File: src/rtl/fir_pkg.sv
// Shared constants, types and coefficient table for the 16-tap serial FIR front end.
// Imported by the MAC controller, its coefficient ROM and the bench.
package fir_pkg;

  localparam int unsigned TAPS   = 16;
  localparam int unsigned DATA_W = 12;
  localparam int unsigned COEF_W = 11;
  localparam int unsigned PROD_W = DATA_W + COEF_W;
  localparam int unsigned TAP_W  = $clog2(TAPS);
  localparam int unsigned ACC_W  = PROD_W + $clog2(TAPS);

  typedef logic signed [DATA_W-1:0] sample_t;
  typedef logic signed [COEF_W-1:0] coef_t;
  typedef logic signed [PROD_W-1:0] prod_t;
  typedef logic        [TAP_W-1:0]  tap_t;

  typedef enum logic [1:0] {
    ST_IDLE,
    ST_MAC,
    ST_DRAIN,
    ST_CAPT
  } state_t;

  // One beat towards the downstream accumulator.
  typedef struct packed {
    prod_t prod;
    logic  valid;
    logic  bypass;
    logic  capture;
  } mac_beat_t;

  // h[k]; the last tap carries the most negative coefficient so the
  // (-2048)*(-1024) corner is reachable with real data.
  localparam coef_t COEF [TAPS] = '{
    coef_t'(3),    coef_t'(-7),   coef_t'(15),   coef_t'(-31),
    coef_t'(62),   coef_t'(-120), coef_t'(250),  coef_t'(1023),
    coef_t'(1023), coef_t'(250),  coef_t'(-120), coef_t'(62),
    coef_t'(-31),  coef_t'(15),   coef_t'(-7),   coef_t'(-1024)
  };

  function automatic logic is_last_tap(input tap_t k);
    return k == tap_t'(TAPS - 1);
  endfunction

endpackage

File: src/rtl/serial_fir_mac_ctrl_if.sv
// Sample input handshake plus product/strobe stream of the serial FIR front end.
// master = sample source / accumulator side, slave = MAC controller.
interface serial_fir_mac_ctrl_if;
  import fir_pkg::*;

  sample_t din_i;
  logic    din_valid_i;
  logic    din_ready_o;
  prod_t   prod_o;
  logic    prod_valid_o;
  logic    bypass_o;
  logic    capture_o;
  logic    busy_o;

  modport master (
    output din_i,
    output din_valid_i,
    input  din_ready_o,
    input  prod_o,
    input  prod_valid_o,
    input  bypass_o,
    input  capture_o,
    input  busy_o
  );

  modport slave (
    input  din_i,
    input  din_valid_i,
    output din_ready_o,
    output prod_o,
    output prod_valid_o,
    output bypass_o,
    output capture_o,
    output busy_o
  );

endinterface

File: src/rtl/fir_coef_rom.sv
// Combinational coefficient lookup h[k] from the shared table.
module fir_coef_rom
  import fir_pkg::*;
(
  input  tap_t  tap,
  output coef_t coef_c
);

  always_comb coef_c = COEF[tap];

endmodule

File: src/rtl/serial_fir_mac_ctrl.sv
// Serial FIR front end: 16-deep delay line, tap walker, shared signed multiplier
// and the bypass/capture strobes for a 1-cycle-latency downstream accumulator.
module serial_fir_mac_ctrl
  import fir_pkg::*;
(
  input logic                 clk_i,
  input logic                 rst_n_i,
  serial_fir_mac_ctrl_if.slave bus
);

  state_t    state;
  state_t    state_n;
  tap_t      tap;
  tap_t      tap_n;
  mac_beat_t beat;
  mac_beat_t beat_n;
  logic      ready;
  logic      ready_n;
  logic      busy;
  logic      busy_n;
  logic      accept_c;

  sample_t   dly [TAPS];
  sample_t   x_sel_c;
  coef_t     coef_c;
  prod_t     prod_c;

  fir_coef_rom u_coef_rom (
    .tap    (tap),
    .coef_c (coef_c)
  );

  // Full-precision signed product; both operands sign-extended to PROD_W.
  assign x_sel_c = dly[tap];
  assign prod_c  = prod_t'(x_sel_c) * prod_t'(coef_c);

  // Next state, tap and output beat; outputs are registered from these.
  always_comb begin
    state_n        = state;
    tap_n          = tap;
    accept_c       = 1'b0;
    beat_n         = beat;
    beat_n.valid   = 1'b0;
    beat_n.bypass  = 1'b0;
    beat_n.capture = 1'b0;

    case (state)
      ST_IDLE: begin
        if (bus.din_valid_i) begin
          accept_c = 1'b1;
          tap_n    = '0;
          state_n  = ST_MAC;
        end
      end
      ST_MAC: begin
        beat_n.prod   = prod_c;
        beat_n.valid  = 1'b1;
        beat_n.bypass = (tap == '0);
        if (is_last_tap(tap)) begin
          state_n = ST_DRAIN;
        end else begin
          tap_n = tap + tap_t'(1);
        end
      end
      ST_DRAIN: begin
        // The last product is in the accumulator by the end of this cycle.
        beat_n.capture = 1'b1;
        state_n        = ST_CAPT;
      end
      ST_CAPT: begin
        state_n = ST_IDLE;
      end
      default: begin
        state_n = ST_IDLE;
      end
    endcase

    ready_n = (state_n == ST_IDLE);
    busy_n  = !ready_n;
  end

  // Control and output registers.
  always_ff @(posedge clk_i or negedge rst_n_i) begin
    if (!rst_n_i) begin
      state <= ST_IDLE;
      tap   <= '0;
      beat  <= '0;
      ready <= 1'b1;
      busy  <= 1'b0;
    end else begin
      state <= state_n;
      tap   <= tap_n;
      beat  <= beat_n;
      ready <= ready_n;
      busy  <= busy_n;
    end
  end

  // Delay line: x[0] is the newest sample; frozen outside an accept.
  always_ff @(posedge clk_i or negedge rst_n_i) begin
    if (!rst_n_i) begin
      for (int unsigned i = 0; i < TAPS; i++) begin
        dly[i] <= '0;
      end
    end else if (accept_c) begin
      dly[0] <= bus.din_i;
      for (int unsigned i = 1; i < TAPS; i++) begin
        dly[i] <= dly[i-1];
      end
    end
  end

  assign bus.din_ready_o  = ready;
  assign bus.busy_o       = busy;
  assign bus.prod_o       = beat.prod;
  assign bus.prod_valid_o = beat.valid;
  assign bus.bypass_o     = beat.bypass;
  assign bus.capture_o    = beat.capture;

endmodule
File: src/flat_wrapper.sv
// flat-port wrapper written by rule: the top's interface ports become plain ports
module serial_fir_mac_ctrl_flat import fir_pkg::*;
  (clk_i, rst_n_i, bus_din_i, bus_din_valid_i, bus_din_ready_o, bus_prod_o, bus_prod_valid_o, bus_bypass_o, bus_capture_o, bus_busy_o);
  serial_fir_mac_ctrl_if bus_i ();
  input logic clk_i;
  input logic rst_n_i;
  input wire logic [$bits(bus_i.din_i)-1:0] bus_din_i;
  input wire logic [$bits(bus_i.din_valid_i)-1:0] bus_din_valid_i;
  output wire logic [$bits(bus_i.din_ready_o)-1:0] bus_din_ready_o;
  output wire logic [$bits(bus_i.prod_o)-1:0] bus_prod_o;
  output wire logic [$bits(bus_i.prod_valid_o)-1:0] bus_prod_valid_o;
  output wire logic [$bits(bus_i.bypass_o)-1:0] bus_bypass_o;
  output wire logic [$bits(bus_i.capture_o)-1:0] bus_capture_o;
  output wire logic [$bits(bus_i.busy_o)-1:0] bus_busy_o;
  assign bus_i.din_i = bus_din_i;
  assign bus_i.din_valid_i = bus_din_valid_i;
  assign bus_din_ready_o = bus_i.din_ready_o;
  assign bus_prod_o = bus_i.prod_o;
  assign bus_prod_valid_o = bus_i.prod_valid_o;
  assign bus_bypass_o = bus_i.bypass_o;
  assign bus_capture_o = bus_i.capture_o;
  assign bus_busy_o = bus_i.busy_o;
  serial_fir_mac_ctrl u_core (.clk_i(clk_i), .rst_n_i(rst_n_i), .bus(bus_i));
endmodule
File: config.mk
export PLATFORM = sky130hd
export DESIGN_NAME = serial_fir_mac_ctrl_flat
export DESIGN_NICKNAME = d
export VERILOG_FILES = /design/src/rtl/fir_pkg.sv /design/src/rtl/serial_fir_mac_ctrl_if.sv /design/src/rtl/fir_coef_rom.sv /design/src/rtl/serial_fir_mac_ctrl.sv /design/src/flat_wrapper.sv
export SDC_FILE = /design/constraint.sdc
export NUM_CORES = 1
export LEC_CHECK = 0
export CAP_MARGIN = 10
export CORE_MARGIN = 3
export CORE_UTILIZATION = 47
export DETAILED_ROUTE_END_ITERATION = 12
export PLACE_DENSITY = 0.73
export SLEW_MARGIN = 20
export SYNTH_ARGS = -nofsm -noshare
export SYNTH_HDL_FRONTEND = slang
export SYNTH_SLANG_ARGS = --single-unit
File: constraint.sdc
create_clock -name clk_i -period 18.1 [get_ports clk_i]
set_clock_uncertainty 0.05 [all_clocks]
set_input_delay 5.43 -clock clk_i [delete_from_list [all_inputs] [get_ports clk_i]]
set_output_delay 5.43 -clock clk_i [all_outputs]
set_load 0.03 [all_outputs]
==> results.cfg <==
[drt]
vias = 11200
drtIter0Drc = 681
wire_per_inst_um = 15.3
antenna_left = 0
dr_wl_met3_um = 1580
drc = 0
dr_wl_met2_um = 15200
post_drt_via_cell_ratio = 5.27
wl_met1_um = 14800
routed_wl_um = 32400
routed.top_layer = met4
dr.pass1.iters = 5

[critical_path]
cp.arrival_ns = 8.62
path_class = flip-flop to flip-flop
reg2reg_slack_ns = 9.82
critPathCaptureType = flip-flop
worstPathRequired_ns = 18.44
crit_end = u_core.bus.prod_o[19]
cp_max_fo = 60
reg2regPathDepth = 25
crit-reg2reg-launch = u_core.tap[0]
startpoint_type = flip-flop
r2r_end = u_core.bus.prod_o[19]
crit_start = u_core.tap[0]

[floorplanning]
coreArea_um2 = 31700
rows = 65
die_y_um = 186
top_level_ports = 43
die-area_um2 = 34600
start_util_pct = 48.0
dieWidth_um = 186

[clock_network]
cts_tree = done
cts_buffer_depth = 3
hold_buffers = 0
h-tree-depth = 1
clk_latency_ns = 0.55
cts.sinks = 226
clock-root-buffer = clkbuf_16
clkSlewWorstSetupHoldPaths_ns = 0.06
cts_buffers = 25
cts_resized = 0
post_cts_buffers = 0

[global_route]
grt_usage_pct = 19.5
grt_max_degree = 104
grt_pass1_vias = 11200
antenna_found_initial = 0
grt_overflow = 0
grt_pass1_wl_um = 55400

[finish]
antenna_cells = 0
drive_gt1_share_pct = 5.25
area_delta_synth_final_pct = 9.89
nNetsFinal = 1896

[sta]
layout_min_cycle_time_ns = 8.28
rsz0062_at_grt = false
setup_tns_ns = 0
hold_viol = 0
max_slew.worst_pin.slew_ns = 1.16
setup_viol = 0
max_slew_margin_pct = 22.6
min_period_over_period_pct = 45.7
timing.fmax_mhz = 121
drv_slew = 0

[place]
finalWeightedCongestion = 0.862
portBuffers = 42
hpwl_um = 22100

[outcome]
status = finished, final reports clean

[logic_synthesis]
synth_area_um2 = 15200
synth_edf_count = 0
synth.avg_cell_area_um2 = 8.95
async_flop_share_pct = 100
ys_top_cells_by_area = dfrtp_1 (37%), nand2_1 (17%), fa_1 (16%), ha_1 (4.8%), mux4_2 (4.1%)
synthFlopType = dfrtp_1
synth_seq_cells = 226
synth_cells = 1700
synth_common_cells = nand2_1 (709), dfrtp_1 (225), inv_1 (163), fa_1 (123), clkbuf_1 (66)
synth_nets = 1896
synth.most_common_cell = nand2_1
yosys_warnings = 0
yosysSeqAreaShare_pct = 37.2
synth.distinct_cells = 52
synth_top_area_cell = dfrtp_1
synth_top_area_share_pct = 37.0

[worst_hold_path]
hold_class = flip-flop to flip-flop

[flow_run]
maxCapViolations = 0
==> worst min path at each step <==
stage	startpoint	to	cells past startpoint
finish	u_core.bus.prod_o[13]	u_core.bus.prod_o[13]	2
global route	u_core.dly[6]	u_core.dly[6]	2
CTS	u_core.dly[9]	u_core.dly[9]	2
detailed placement	u_core.dly[9]	u_core.dly[9]	2
global placement	u_core.dly[4]	u_core.dly[4]	2
floorplan	u_core.dly[11]	u_core.dly[11]	2
==> logic make-up after synthesis <==
logic type / share of synthesized area [%]
adder cells (fa/ha/maj): 20.9
buffers and inverters: 6.30
XOR/XNOR: 1.26
multiplexers: 7.16
AND/OR/NAND/NOR: 21.2
AO/OA/AOI/OAI: 5.96
flip-flops: 37.2
==> per-layer routing <==
metal	global-route usage [%]	vias up
met5	0	-
met4	5.27	0
met1	27.2	5483
met3	2.56	55
li1	-	5342
met2	32.4	275
==> worst max-delay path, cell delays in order, from the launching register on <==
cell and delay, ns:
dfrtp_4 0.72, buf_4 0.80, inv_1 0.36, ha_1 0.31, nand2b_1 0.17, o211a_1 0.15, a21oi_1 0.69, inv_1 0.34
nand2_1 0.15, xnor2_1 0.08, ha_1 0.19, a31o_2 0.22, fa_1 0.48, fa_1 0.42, fa_1 0.51, inv_1 0.05
fa_1 0.47, inv_1 0.04, ha_1 0.35, and3_1 0.19, nand3_1 0.18, or3_1 0.39, o21ba_2 0.24, a21oi_1 0.17
mux2i_1 0.20, o311ai_0 0.16
==> through the flow <==
step / hold WS [ns] / cells / utilization [%] / area [um^2] / setup WS, ns
5_1_grt: 0.442 / 2117 / 52.7 / 16700 / 9.32
3_3_place_gp: 0.404 / 2075 / 50.2 / 15900 / 9.94
3_5_place_dp: 0.411 / 2075 / 50.2 / 15900 / 9.87
6_report: 0.423 / 2117 / 52.7 / 16700 / 9.82
2_1_floorplan: 0.388 / 1700 / - / 15200 / 11.51
4_1_cts: 0.426 / 2117 / 52.7 / 16700 / 9.84
==> registers in the layout (all words and copies together) (netlist names) <==
name and cells:
u_core.dly 192, u_core.bus.din_ready_o 1, u_core.bus.bypass_o 1, u_core.bus.busy_o 1, u_core.tap 4, u_core.bus.capture_o 1
u_core.bus.prod_o 23, u_core.state 2, u_core.bus.prod_valid_o 1
==> placed cells by master (no fill, tap or decap), drive strengths merged, types with 31 or more instances in the layout <==
cell           count
fa               123
inv              164
clkbuf            33
mux4              31
dfrtp            225
clkdlybuf4s50     41
ha                58
o21ai             33
mux2i             38
nand2            709
nor2              44
==> layout make-up <==
cell class,instances,area (um^2)
clock buffers,33,676
inverters,164,616
flip-flops and latches,226,5660
multi-input cells,1226,8620
repair buffers,57,538
fillers,2907,15000
well taps,402,503
clock inverters,9,113
Power is left out: the tool's default activity adds up to more than one toggle a clock period on the data nets, which glitch-free logic cannot reach.
